===== src/rtl/alu_issue_ctrl.sv =====
// Issue controller for a combinational ALU: accepts one request, lets the ALU settle
// for SETTLE cycles, captures the result and holds it until the consumer takes it.
module alu_issue_ctrl #(
    parameter int WIDTH  = 8,
    parameter int SETTLE = 1
) (
    input  logic             clk,
    input  logic             rst,
    input  logic             in_valid,
    output logic             in_ready,
    input  logic [2:0]       in_opcode,
    input  logic [WIDTH-1:0] in_operand_1,
    input  logic [WIDTH-1:0] in_operand_2,
    output logic [2:0]       opcode,
    output logic [WIDTH-1:0] opperand_1,
    output logic [WIDTH-1:0] opperand_2,
    input  logic [WIDTH-1:0] alu_out,
    output logic             res_valid,
    input  logic             res_ready,
    output logic [WIDTH-1:0] res_data,
    output logic             res_err,
    output logic [15:0]      op_count
);

    typedef enum logic [1:0] {
        IDLE = 2'd0,
        EXEC = 2'd1,
        DONE = 2'd2
    } state_t;

    localparam logic [3:0] SETTLE_CNT = 4'(SETTLE);

    state_t     state;
    state_t     state_nxt;
    logic [3:0] settle_cnt;
    logic [3:0] settle_nxt;
    logic       accept;
    logic       capture;
    logic       reject;
    logic       handshake;

    always_ff @(posedge clk or posedge rst) begin
        if (rst) begin
            state      <= IDLE;
            settle_cnt <= 4'd0;
        end else begin
            state      <= state_nxt;
            settle_cnt <= settle_nxt;
        end
    end

    always_comb begin
        state_nxt  = state;
        settle_nxt = settle_cnt;
        in_ready   = 1'b0;
        res_valid  = 1'b0;
        accept     = 1'b0;
        capture    = 1'b0;
        reject     = 1'b0;
        handshake  = 1'b0;
        case (state)
            IDLE: begin
                in_ready = 1'b1;
                if (in_valid) begin
                    accept = 1'b1;
                    if (in_opcode[2]) begin
                        reject    = 1'b1;
                        state_nxt = DONE;
                    end else begin
                        settle_nxt = SETTLE_CNT;
                        state_nxt  = EXEC;
                    end
                end
            end
            EXEC: begin
                settle_nxt = settle_cnt - 4'd1;
                if (settle_cnt <= 4'd1) begin
                    capture    = 1'b1;
                    settle_nxt = 4'd0;
                    state_nxt  = DONE;
                end
            end
            DONE: begin
                res_valid = 1'b1;
                if (res_ready) begin
                    handshake = 1'b1;
                    state_nxt = IDLE;
                end
            end
            default: begin
                state_nxt  = IDLE;
                settle_nxt = 4'd0;
            end
        endcase
    end

    always_ff @(posedge clk or posedge rst) begin
        if (rst) begin
            opcode     <= 3'd0;
            opperand_1 <= '0;
            opperand_2 <= '0;
        end else if (accept) begin
            opcode     <= in_opcode;
            opperand_1 <= in_operand_1;
            opperand_2 <= in_operand_2;
        end
    end

    // Result registers hold across the handshake until the next capture or reject.
    always_ff @(posedge clk or posedge rst) begin
        if (rst) begin
            res_data <= '0;
            res_err  <= 1'b0;
        end else if (capture) begin
            res_data <= alu_out;
            res_err  <= 1'b0;
        end else if (reject) begin
            res_data <= '0;
            res_err  <= 1'b1;
        end
    end

    always_ff @(posedge clk or posedge rst) begin
        if (rst) begin
            op_count <= 16'd0;
        end else if (handshake) begin
            op_count <= op_count + 16'd1;
        end
    end

endmodule

===== config.mk =====
export PLATFORM = sky130hd
export DESIGN_NAME = alu_issue_ctrl
export DESIGN_NICKNAME = d
export VERILOG_FILES = /design/src/rtl/alu_issue_ctrl.sv
export SDC_FILE = /design/constraint.sdc
export NUM_CORES = 1
export LEC_CHECK = 0
export ABC_AREA = 1
export CORE_UTILIZATION = 35
export DETAILED_ROUTE_END_ITERATION = 6
export PLACE_DENSITY = 0.66
export SLEW_MARGIN = 15
export SYNTH_ARGS = -nofsm -noshare
export SYNTH_HDL_FRONTEND = slang
export SYNTH_SLANG_ARGS = --single-unit

===== constraint.sdc =====
create_clock -name clk -period 4.16 [get_ports clk]
set_input_delay 0.832 -clock clk [delete_from_list [all_inputs] [get_ports clk]]
set_output_delay 0.832 -clock clk [all_outputs]
set_load 0.02 [all_outputs]

==> flow_metrics.py, run 1 <==
metrics = {
    "outcome": {
        "status": "completed",
    },
    "layout": {
        "drive_above_1_share_pct": 5.26,
        "area_growth_pct": 42.5,
        "layout_commonest_cell": "nand2_1",
        "layout_common_cells": "101 x nand2_1, 76 x clkdlybuf4s50_1, 50 x dfrtp_1, 19 x nand3_1, 16 x nor2_1",
        "final_cell_area_um2": 3090,
        "finalNetCount": 356,
        "nFillCells": 582,
        "diodes": 0,
    },
    "global_route": {
        "use_met2_pct": 27.9,
        "grt_max_degree": 51,
        "grtUsageMet1_pct": 21.5,
        "gr-usage-met3_pct": 3.48,
        "grt_pass1_wl_um": 8320,
        "grt_pass1_vias": 1771,
        "overflow": 0,
        "antenna_found_initial": 0,
        "top_usage_layer": "met2",
        "grtUsageTotal_pct": 16.4,
    },
    "synth": {
        "ys.warnings.count": 0,
        "ys_seq_area_share_pct": 57.7,
        "avgSynthCellArea_um2": 8.93,
        "syn-num-nets": 277,
        "ys_ff_latch": 50,
        "synth_cell_types": 25,
        "syn_inst": 243,
        "netlist_area_um2": 2170,
    },
    "drt": {
        "dr.first_iter.drc_count": 62,
        "routed_wl_um": 4840,
        "antenna_left": 0,
        "drtPass1Iterations": 4,
        "num_vias": 1799,
        "detail_route.wl_per_cell_um": 12.2,
        "drc_errors": 0,
        "avgViaCountPerCell": 4.52,
    },
    "clock_tree": {
        "hold_buffers": 0,
        "ctsResizeCount": 0,
        "cts_root_buf": "clkbuf_8",
        "clk_path_buf_depth": 2,
        "clk_latency_ps": 300,
        "path_clk_slew_ps": 90,
        "h-tree-depth": 2,
        "cts_buffers": 5,
        "clkSinkCount": 50,
        "cts_tree": "yes",
        "post_cts_buffers": 0,
    },
    "timing": {
        "finClkSkew_ps": 6.65,
        "period_minus_slack_ps": 2480,
        "fin_tns_setup_ps": 0,
        "maxSlewViolCount": 0,
        "rsz0062_at_grt": "no",
        "fmax_ghz": 0.403,
        "worstMarginPinSlew_ps": 868,
        "finalCritPeriodShare_pct": 59.7,
        "hold_viol": 0,
        "max_slew_margin_pct": 42.1,
        "setup_viol": 0,
    },
    "power": {
        "powerDensity_nw_per_um2": 641,
        "p_seq_share_pct": 38.5,
        "switching_share_pct": 40.1,
        "p_switching_mw": 0.795,
        "power_frac_comb_pct": 47.0,
        "internal_power_mw": 1.19,
        "p_leak_nw": 1.47,
        "power_frac_clock_pct": 14.6,
        "ir_drop_v": 0.000319,
    },
    "critical_path": {
        "rrSetupSlack_ps": 2290,
        "crit_type": "reg2out",
        "arrival_ps": 1650,
        "start_kind": "flop",
        "worstPathRequired_ps": 3330,
        "worstSetupEndpointType": "output port",
        "crit_path_max_fanout": 5,
    },
    "die": {
        "start_util_pct": 36.4,
        "die_area_um2": 6520,
        "io_pins": 77,
        "core_area_um2": 5960,
        "die_height_um": 80.7,
        "die_w_um": 80.7,
        "rows": 28,
    },
    "hold_path": {
        "holdCritPathClass": "reg2reg",
    },
    "placed_design": {
        "place_area_um2": 3000,
        "portBuffers": 76,
        "hpwl_um": 3490,
        "place.gp.congestion": 0.808,
    },
    "job": {
        "drv_cap": 0,
    },
}
==> layout make-up <==
cell class	count	area [um^2]	share of cell area (%)
clock inverter	1	5.00	0.162
sequential	50	1250	40.5
tap	75	93.8	3.04
inverter	18	68.8	2.23
clock buffer	7	86.3	2.79
timing repair buffer	76	761	24.6
multi-input combinational	171	826	26.7
==> logic make-up (layout without fill, tap and decap cells) <==
group / after synthesis / after routing / synth area share, %
adders and majority gates: 3 / 3 / 1.73
DFF: 50 / 50 / 57.7
AOI/OAI and AO/OA: 10 / 10 / 2.71
and+or+nand+nor: 145 / 145 / 28.3
muxes: 1 / 1 / 0.519
buffers and inverters: 22 / 102 / 4.27
xor gates and xnor gates: 12 / 12 / 4.84
==> cells in the mapped netlist <==
cell type	instances	area [um^2]
nand2_1	101	379
dfrtp_1	50	1250
nand3_1	19	95.1
nor2_1	16	60.1
inv_1	15	56.3
xnor2_1	8	70.1
xor2_1	4	35.0
ha_1	3	37.5
nor3_1	3	15.0
o21ai_1	3	15.0
a21oi_1	2	10.0
buf_2	2	10.0
buf_4	2	15.0
inv_2	2	7.51
nor2_4	2	22.5
o21ai_0	2	10.0
clkinv_1	1	3.75
mux2_2	1	11.3
nand3_4	1	17.5
nand3b_2	1	11.3
nand4_1	1	6.26
nor2_2	1	6.26
o211ai_1	1	7.51
o21ai_2	1	8.76
o31ai_1	1	7.51
==> routing by layer <==
| layer | up-vias | routed length, um |
|---|---|---|
| met5 | - | 0 |
| met4 | 0 | 47 |
| met3 | 4 | 214 |
| met2 | 46 | 2270 |
| met1 | 836 | 2300 |
| li1 | 913 | - |
==> critical path: stages (launching register included) <==
cell	delay, ps
dfrtp_1	480
inv_1	90
nor2_1	150
clkdlybuf4s50_1	630
==> registers in the layout, summed over array words and instances, names as in the netlist <==
| signal | count |
|---|---|
| state | 2 |
| op_count | 16 |
| settle_cnt | 4 |
| opperand_1 | 8 |
| res_data | 8 |
| opcode | 3 |
| res_err | 1 |
| opperand_2 | 8 |
==> power by group through the flow <==
stage,registers [mW],clock network (mW),logic [mW]
after floorplan,0.921,0,0.379
after global placement,0.767,0,0.928
after detailed placement,0.771,0,0.942
after CTS,0.763,0.300,0.947
after global routing,0.789,0.321,1.03
final,0.762,0.288,0.931
==> path summary, 6_finish.rpt <==
| check | to | from | cells past startpoint |
|---|---|---|---|
| max | res_valid | state[1] | 3 |
| min | opperand_2[1] | opperand_2[1] | 2 |
| max reg2reg | res_data[3] | state[1] | 8 |
| min reg2reg | opperand_2[1] | opperand_2[1] | 2 |
| max in group asynchronous | opperand_1[7] | rst | 2 |
| min in group asynchronous | op_count[9] | rst | 2 |
==> per-stage QoR <==
stage               hold slack, ps  instances  util (%)  total power, mW  setup slack [ps]
floorplan                      492        243         -             1.30              2130
global route                   504        398      51.9             2.14              1570
detailed placement             465        390      50.4             1.71              1570
finish                         487        398      51.9             1.98              1680
global placement               460        390      50.4             1.69              1650
CTS                            488        398      51.9             2.01              1670
Note: power is estimated with default switching activity, not from simulation.
==> run 2: changes to the inputs <==
Clock period 4.16 ns to 2.3 ns, I/O delays scaled along.
==> flow_metrics.py, run 2 (synthesized netlist as in run 1, its figures left out) <==
metrics = {
    "drt": {
        "avgViaCountPerCell": 4.51,
        "dr.first_iter.drc_count": 59,
        "antenna_left": 0,
        "drc_errors": 0,
        "drtPass1Iterations": 4,
        "num_vias": 1810,
        "detail_route.wl_per_cell_um": 11.8,
        "routed_wl_um": 4750,
    },
    "placed_design": {
        "pre_cts_slack_ps": 459,
        "hpwl_um": 3510,
        "portBuffers": 76,
        "place_area_um2": 3030,
        "place.gp.congestion": 0.769,
    },
    "critical_path": {
        "rr_worst_depth": 8,
        "crit_path_start": "state[1]",
        "worstSetupEndpointType": "output port",
        "critPathBufInv": 2,
        "crit_family": "buffers and inverters",
        "cp_cell_sequence": "inv_1 > nor2_1 > clkdlybuf4s50_1",
        "crit_slowest_cell": "clkdlybuf4s50_1",
        "worstPathRequired_ps": 1840,
        "arrival_ps": 1630,
        "crit_path_max_fanout": 5,
        "rr_startpoint": "settle_cnt[0]",
        "slowest_delay_ps": 630,
        "timing.rr.end": "state[1]",
        "rrSetupSlack_ps": 560,
        "start_kind": "flop",
        "crit_type": "reg2out",
    },
    "power": {
        "internal_power_mw": 2.17,
        "powerDensity_nw_per_um2": 1150,
        "p_switching_mw": 1.43,
        "power_frac_comb_pct": 47.4,
        "p_leak_nw": 1.49,
        "switching_share_pct": 39.8,
        "ir_drop_v": 0.000587,
        "power_frac_clock_pct": 14.3,
        "p_seq_share_pct": 38.2,
    },
    "clock_tree": {
        "cts_tree": "yes",
        "clkSinkCount": 50,
        "hold_buffers": 0,
        "h-tree-depth": 2,
        "clk_latency_ps": 300,
        "cts_buffers": 5,
        "ctsResizeCount": 0,
        "cts_root_buf": "clkbuf_8",
        "path_clk_slew_ps": 90,
        "clk_path_buf_depth": 2,
        "post_cts_buffers": 0,
    },
    "timing": {
        "finalCritPeriodShare_pct": 90.8,
        "setup_slack_ps": 211,
        "setup_viol": 0,
        "max_slew_margin_pct": 63.7,
        "worstMarginPinSlew_ps": 543,
        "period_minus_slack_ps": 2090,
        "hold_viol": 0,
        "rsz0062_at_grt": "no",
        "hold_ws_ps": 476,
        "fin_tns_setup_ps": 0,
        "maxSlewViolCount": 0,
        "finClkSkew_ps": 9.79,
        "fmax_ghz": 0.479,
    },
    "global_route": {
        "gr-usage-met3_pct": 2.02,
        "grtUsageTotal_pct": 15.2,
        "grtUsageMet1_pct": 20.3,
        "use_met2_pct": 24.3,
        "grt_pass1_vias": 1670,
        "grt_max_degree": 32,
        "overflow": 0,
        "antenna_found_initial": 0,
        "grt_pass1_wl_um": 7580,
        "top_usage_layer": "met2",
    },
    "layout": {
        "layout_commonest_cell": "nand2_1",
        "nFillCells": 555,
        "layout_common_cells": "101 x nand2_1, 76 x clkdlybuf4s50_1, 50 x dfrtp_1, 19 x nand3_1, 16 x nor2_1",
        "regMostFlops": "op_count",
        "diodes": 0,
        "fin_util_pct": 52.5,
        "drive_above_1_share_pct": 6.13,
        "largest_register_ffs": 16,
        "final_cell_area_um2": 3130,
        "area_growth_pct": 44.1,
        "finalNetCount": 359,
    },
    "die": {
        "die_area_um2": 6520,
        "rows": 28,
        "core_area_um2": 5960,
        "die_w_um": 80.7,
        "start_util_pct": 36.4,
        "die_height_um": 80.7,
        "io_pins": 77,
    },
    "outcome": {
        "status": "completed",
    },
    "job": {
        "drv_cap": 0,
    },
    "hold_path": {
        "holdCritPathClass": "in2async",
    },
}
-- run 2: cell count changes in the layout (fill, tap and decap cells not counted) --
cell      before  now
inv_2          2    3
buf_4          0    2
buf_12         0    1
clkinv_2       2    1
-- run 2: layout make-up --
class	count	area (um^2)	share of cell area [%]
timing repair buffer	79	796	25.5
multi-input combinational	171	826	26.4
clock inverter	1	5.00	0.160
clock buffer	7	86.3	2.76
sequential	50	1250	40.0
tap	75	93.8	3.00
inverter	18	67.6	2.16
-- run 2: how the worst max path moves through the flow --
stage | to | slack (ps) | depth (start not counted)
after global routing | res_valid | 90 | 3
after CTS | res_valid | 200 | 3
after global placement | op_count[12] | 510 | 6
after detailed placement | op_count[12] | 460 | 6
final | res_valid | 210 | 3
after floorplan | op_count[0] | 640 | 1
-- run 2: power groups by stage --
stage / sequential, mW / combinational, mW / clock, mW
2_1_floorplan: 1.67 / 0.686 / 0
3_3_place_gp: 1.40 / 1.70 / 0
3_5_place_dp: 1.39 / 1.73 / 0
4_1_cts: 1.38 / 1.73 / 0.537
5_1_grt: 1.42 / 1.87 / 0.567
6_report: 1.38 / 1.71 / 0.517
-- run 2: stage by stage --
stage / power [mW] / std cells
floorplan: 2.35 / 243
global placement: 3.10 / 393
detailed placement: 3.12 / 393
CTS: 3.65 / 401
global route: 3.85 / 401
finish: 3.60 / 401
-- run 2: per-layer routing --
metal,share of wire [%],wire length (um)
met1,46,2210
met2,47,2240
met3,4.5,212
met4,2.0,93
met5,0,0
==> run 3: changes to the inputs <==
Settings changed: CORE_MARGIN set to 1.
==> results of run 3 <==
Same layout as run 2: the final DEF is identical, and so are final timing and power.
==> RTL edit, RTL diff (settings of run 3) <==
Make the reset (`rst`) synchronous in 4 clocked blocks.
--- a/src/rtl/alu_issue_ctrl.sv
+++ b/src/rtl/alu_issue_ctrl.sv
@@ -40,5 +40,5 @@
     logic       handshake;
 
-    always_ff @(posedge clk or posedge rst) begin
+    always_ff @(posedge clk) begin
         if (rst) begin
             state      <= IDLE;
@@ -95,5 +95,5 @@
     end
 
-    always_ff @(posedge clk or posedge rst) begin
+    always_ff @(posedge clk) begin
         if (rst) begin
             opcode     <= 3'd0;
@@ -108,5 +108,5 @@
 
     // Result registers hold across the handshake until the next capture or reject.
-    always_ff @(posedge clk or posedge rst) begin
+    always_ff @(posedge clk) begin
         if (rst) begin
             res_data <= '0;
@@ -121,5 +121,5 @@
     end
 
-    always_ff @(posedge clk or posedge rst) begin
+    always_ff @(posedge clk) begin
         if (rst) begin
             op_count <= 16'd0;
Formal check against the unedited RTL: differs if rst is asserted again (counterexample within 4 cycles, from zero or initial values and one cycle with rst high); with rst held inactive, the same outputs for 10 cycles.
==> RTL edit against run 3 <==
- global-route usage rose by 1.0 points
- routed wire length grew 1.0%
- synthesized area down 3.9%
- design area shrank 4.2%
- setup slack better by 75 ps
- sequential cell count unchanged
- critical path type unchanged
Power is not compared: it rests on default switching activity, and its combinational part moved more than twofold at a synthesized area within 25%.
==> RTL edit: results (changes against run 3) <==
| Metric | Value |
|---|---|
| Initial antenna violation count | 0 (unchanged) |
| Post-synth top flop | dfxtp_1 (was dfrtp_1) |
| Via count | 1957 (was 1810) |
| HPWL after DPL | 3.52 mm (was 3.51 mm) |
| Mapped Nets | 314 (was 277) |
| HP Start | res_data[1]$_SDFFE_PP0P_ |
| Layout cells sized above 1 | 0.0532 (was 0.0613) |
| Top post-synthesis cells by area | dfxtp_1 (48%), nor2_1 (12%), nand2_1 (6.8%), o21ai_0 (6.0%), inv_1 (4.9%) (was dfrtp_1 (58%), nand2_1 (17%), nand3_1 (4.4%), xnor2_1 (3.2%), nor2_1 (2.8%)) |
| Met3 usage | 0.0494 (was 0.0202) |
| Number of inserted diodes | 0 (unchanged) |
| Crit-path max FO | 5 (unchanged) |
| Post-synth ARST share | 0 (was 1.00) |
| Reg-to-reg endpoint | res_data[2]$_SDFFE_PP0P_ (was state[1]$_DFFE_PP0P_) |
| Hold Crit Endpoint | res_data[1]$_SDFFE_PP0P_ |
| Slew headroom | 0.542 (was 0.637) |
| Met2 usage | 0.256 (was 0.243) |
| Arrival time worst endpoint | 1550 ps (was 1630 ps) |
| Largest net degree at the start of global routing | 22 (was 32) |
| Netlist cell types | 27 (was 25) |
| Status | finished clean (unchanged) |
| Number of global-route vias before repair | 1692 (was 1670) |
| Reg2reg setup slack | 470 ps (was 560 ps) |
| Global-route wire length before repair | 7.97 mm (was 7.58 mm) |
| Routed WL per cell | 11.2 um (was 11.8 um) |
| Fill cells | 566 (was 555) |
| Post_cts resized | 0 (unchanged) |
| DR iter-0 viols | 141 (was 59) |
| Worst r2r path cells | 7 (was 8) |
| Hold WS | 482 ps (was 476 ps) |
| Final #Nets | 391 (was 359) |
| Routability cong. | 0.768 (was 0.769) |
| Slowest cell on the critical path | clkdlybuf4s50_1 (unchanged) |
| Leakage power total | 1.14 nW |
| Register area share after synthesis | 0.480 (was 0.577) |
| Critical path startpoint | state[1]$_SDFFE_PP0P_ (was state[1]$_DFFE_PP0P_) |
| Gr usage total | 0.162 (was 0.152) |
| Reg2reg start | settle_cnt[0]$_SDFFE_PP0P_ (was settle_cnt[0]$_DFFE_PP0P_) |
| Setup crit start kind | register (unchanged) |
| Top cells by count, synth | nor2_1 (67), dfxtp_1 (50), nand2_1 (38) (was nand2_1 (101), dfrtp_1 (50), nand3_1 (19)) |
| Fin Clk Skew | 7.78 ps (was 9.79 ps) |
| Met1 Track Usage GR | 0.210 (was 0.203) |
| CTS Buf Count | 5 (unchanged) |
| Crit path to | res_valid (unchanged) |
| Hold WC Path Type | register to register (was input pin to asynchronous set/reset pin) |
| Hold Crit Depth | 2 |
RTL edit: changes by cell type after synthesis, moves of 2 or more:
cell,run 3,this run
o21ai_0,2,25
clkbuf_1,0,5
nand2_1,101,38
xnor2_1,8,0
dfxtp_1,0,50
nor2_1,16,67
nand4_1,1,4
o21bai_1,0,2
nand3_1,19,15
dfrtp_1,50,0
inv_1,15,27
a21oi_1,2,16
RTL edit: kinds of logic (layout without fill, tap and decap cells):
logic type	Yosys count	after routing	synth area share
adder cells (fa/ha/maj)	3	3	0.0180
XOR/XNOR	5	5	0.0210
flip-flops	50	50	0.480
AO/OA/AOI/OAI	48	48	0.119
buffers and inverters	39	116	0.0756
AND/OR/NAND/NOR	135	135	0.287
RTL edit: tightest hold or removal path, cell delays in order (launching register included):
cell and delay (ps):
dfxtp_1 310, nand3_1 70, a21oi_1 60
RTL edit: cell type report:
class                           instances  area, um^2  area share
Sequential cell                        50        1000       0.334
Multi-Input combinational cell        191         927       0.310
Timing Repair Buffer                   79         783       0.262
Inverter                               30         115      0.0385
Tap cell                               72        90.1      0.0301
Clock buffer                            7        76.3      0.0255
RTL edit: metal layers:
metal  vias to the layer above  share of wire
met1                       862           0.47
met5                         -              0
li1                       1042              -
met2                        47           0.46
met4                         0          0.014
met3                         6          0.061
RTL edit: report_power, final:
part           leakage [nW]  internal [mW]  switching, mW
Combinational         0.690          0.177          0.198
Clock                0.0383          0.210          0.261
Sequential            0.409          0.918         0.0319
Total                  1.14           1.31          0.492
RTL edit: metrics by stage:
stage | worst slack, ps | utilization | cell area, um^2 | cells
detailed placement | 436 | 0.520 | 2920 | 422
floorplan | 934 | - | 2090 | 280
global placement | 472 | 0.520 | 2920 | 422
global route | 151 | 0.534 | 2990 | 429
finish | 286 | 0.534 | 2990 | 429
CTS | 260 | 0.534 | 2990 | 429
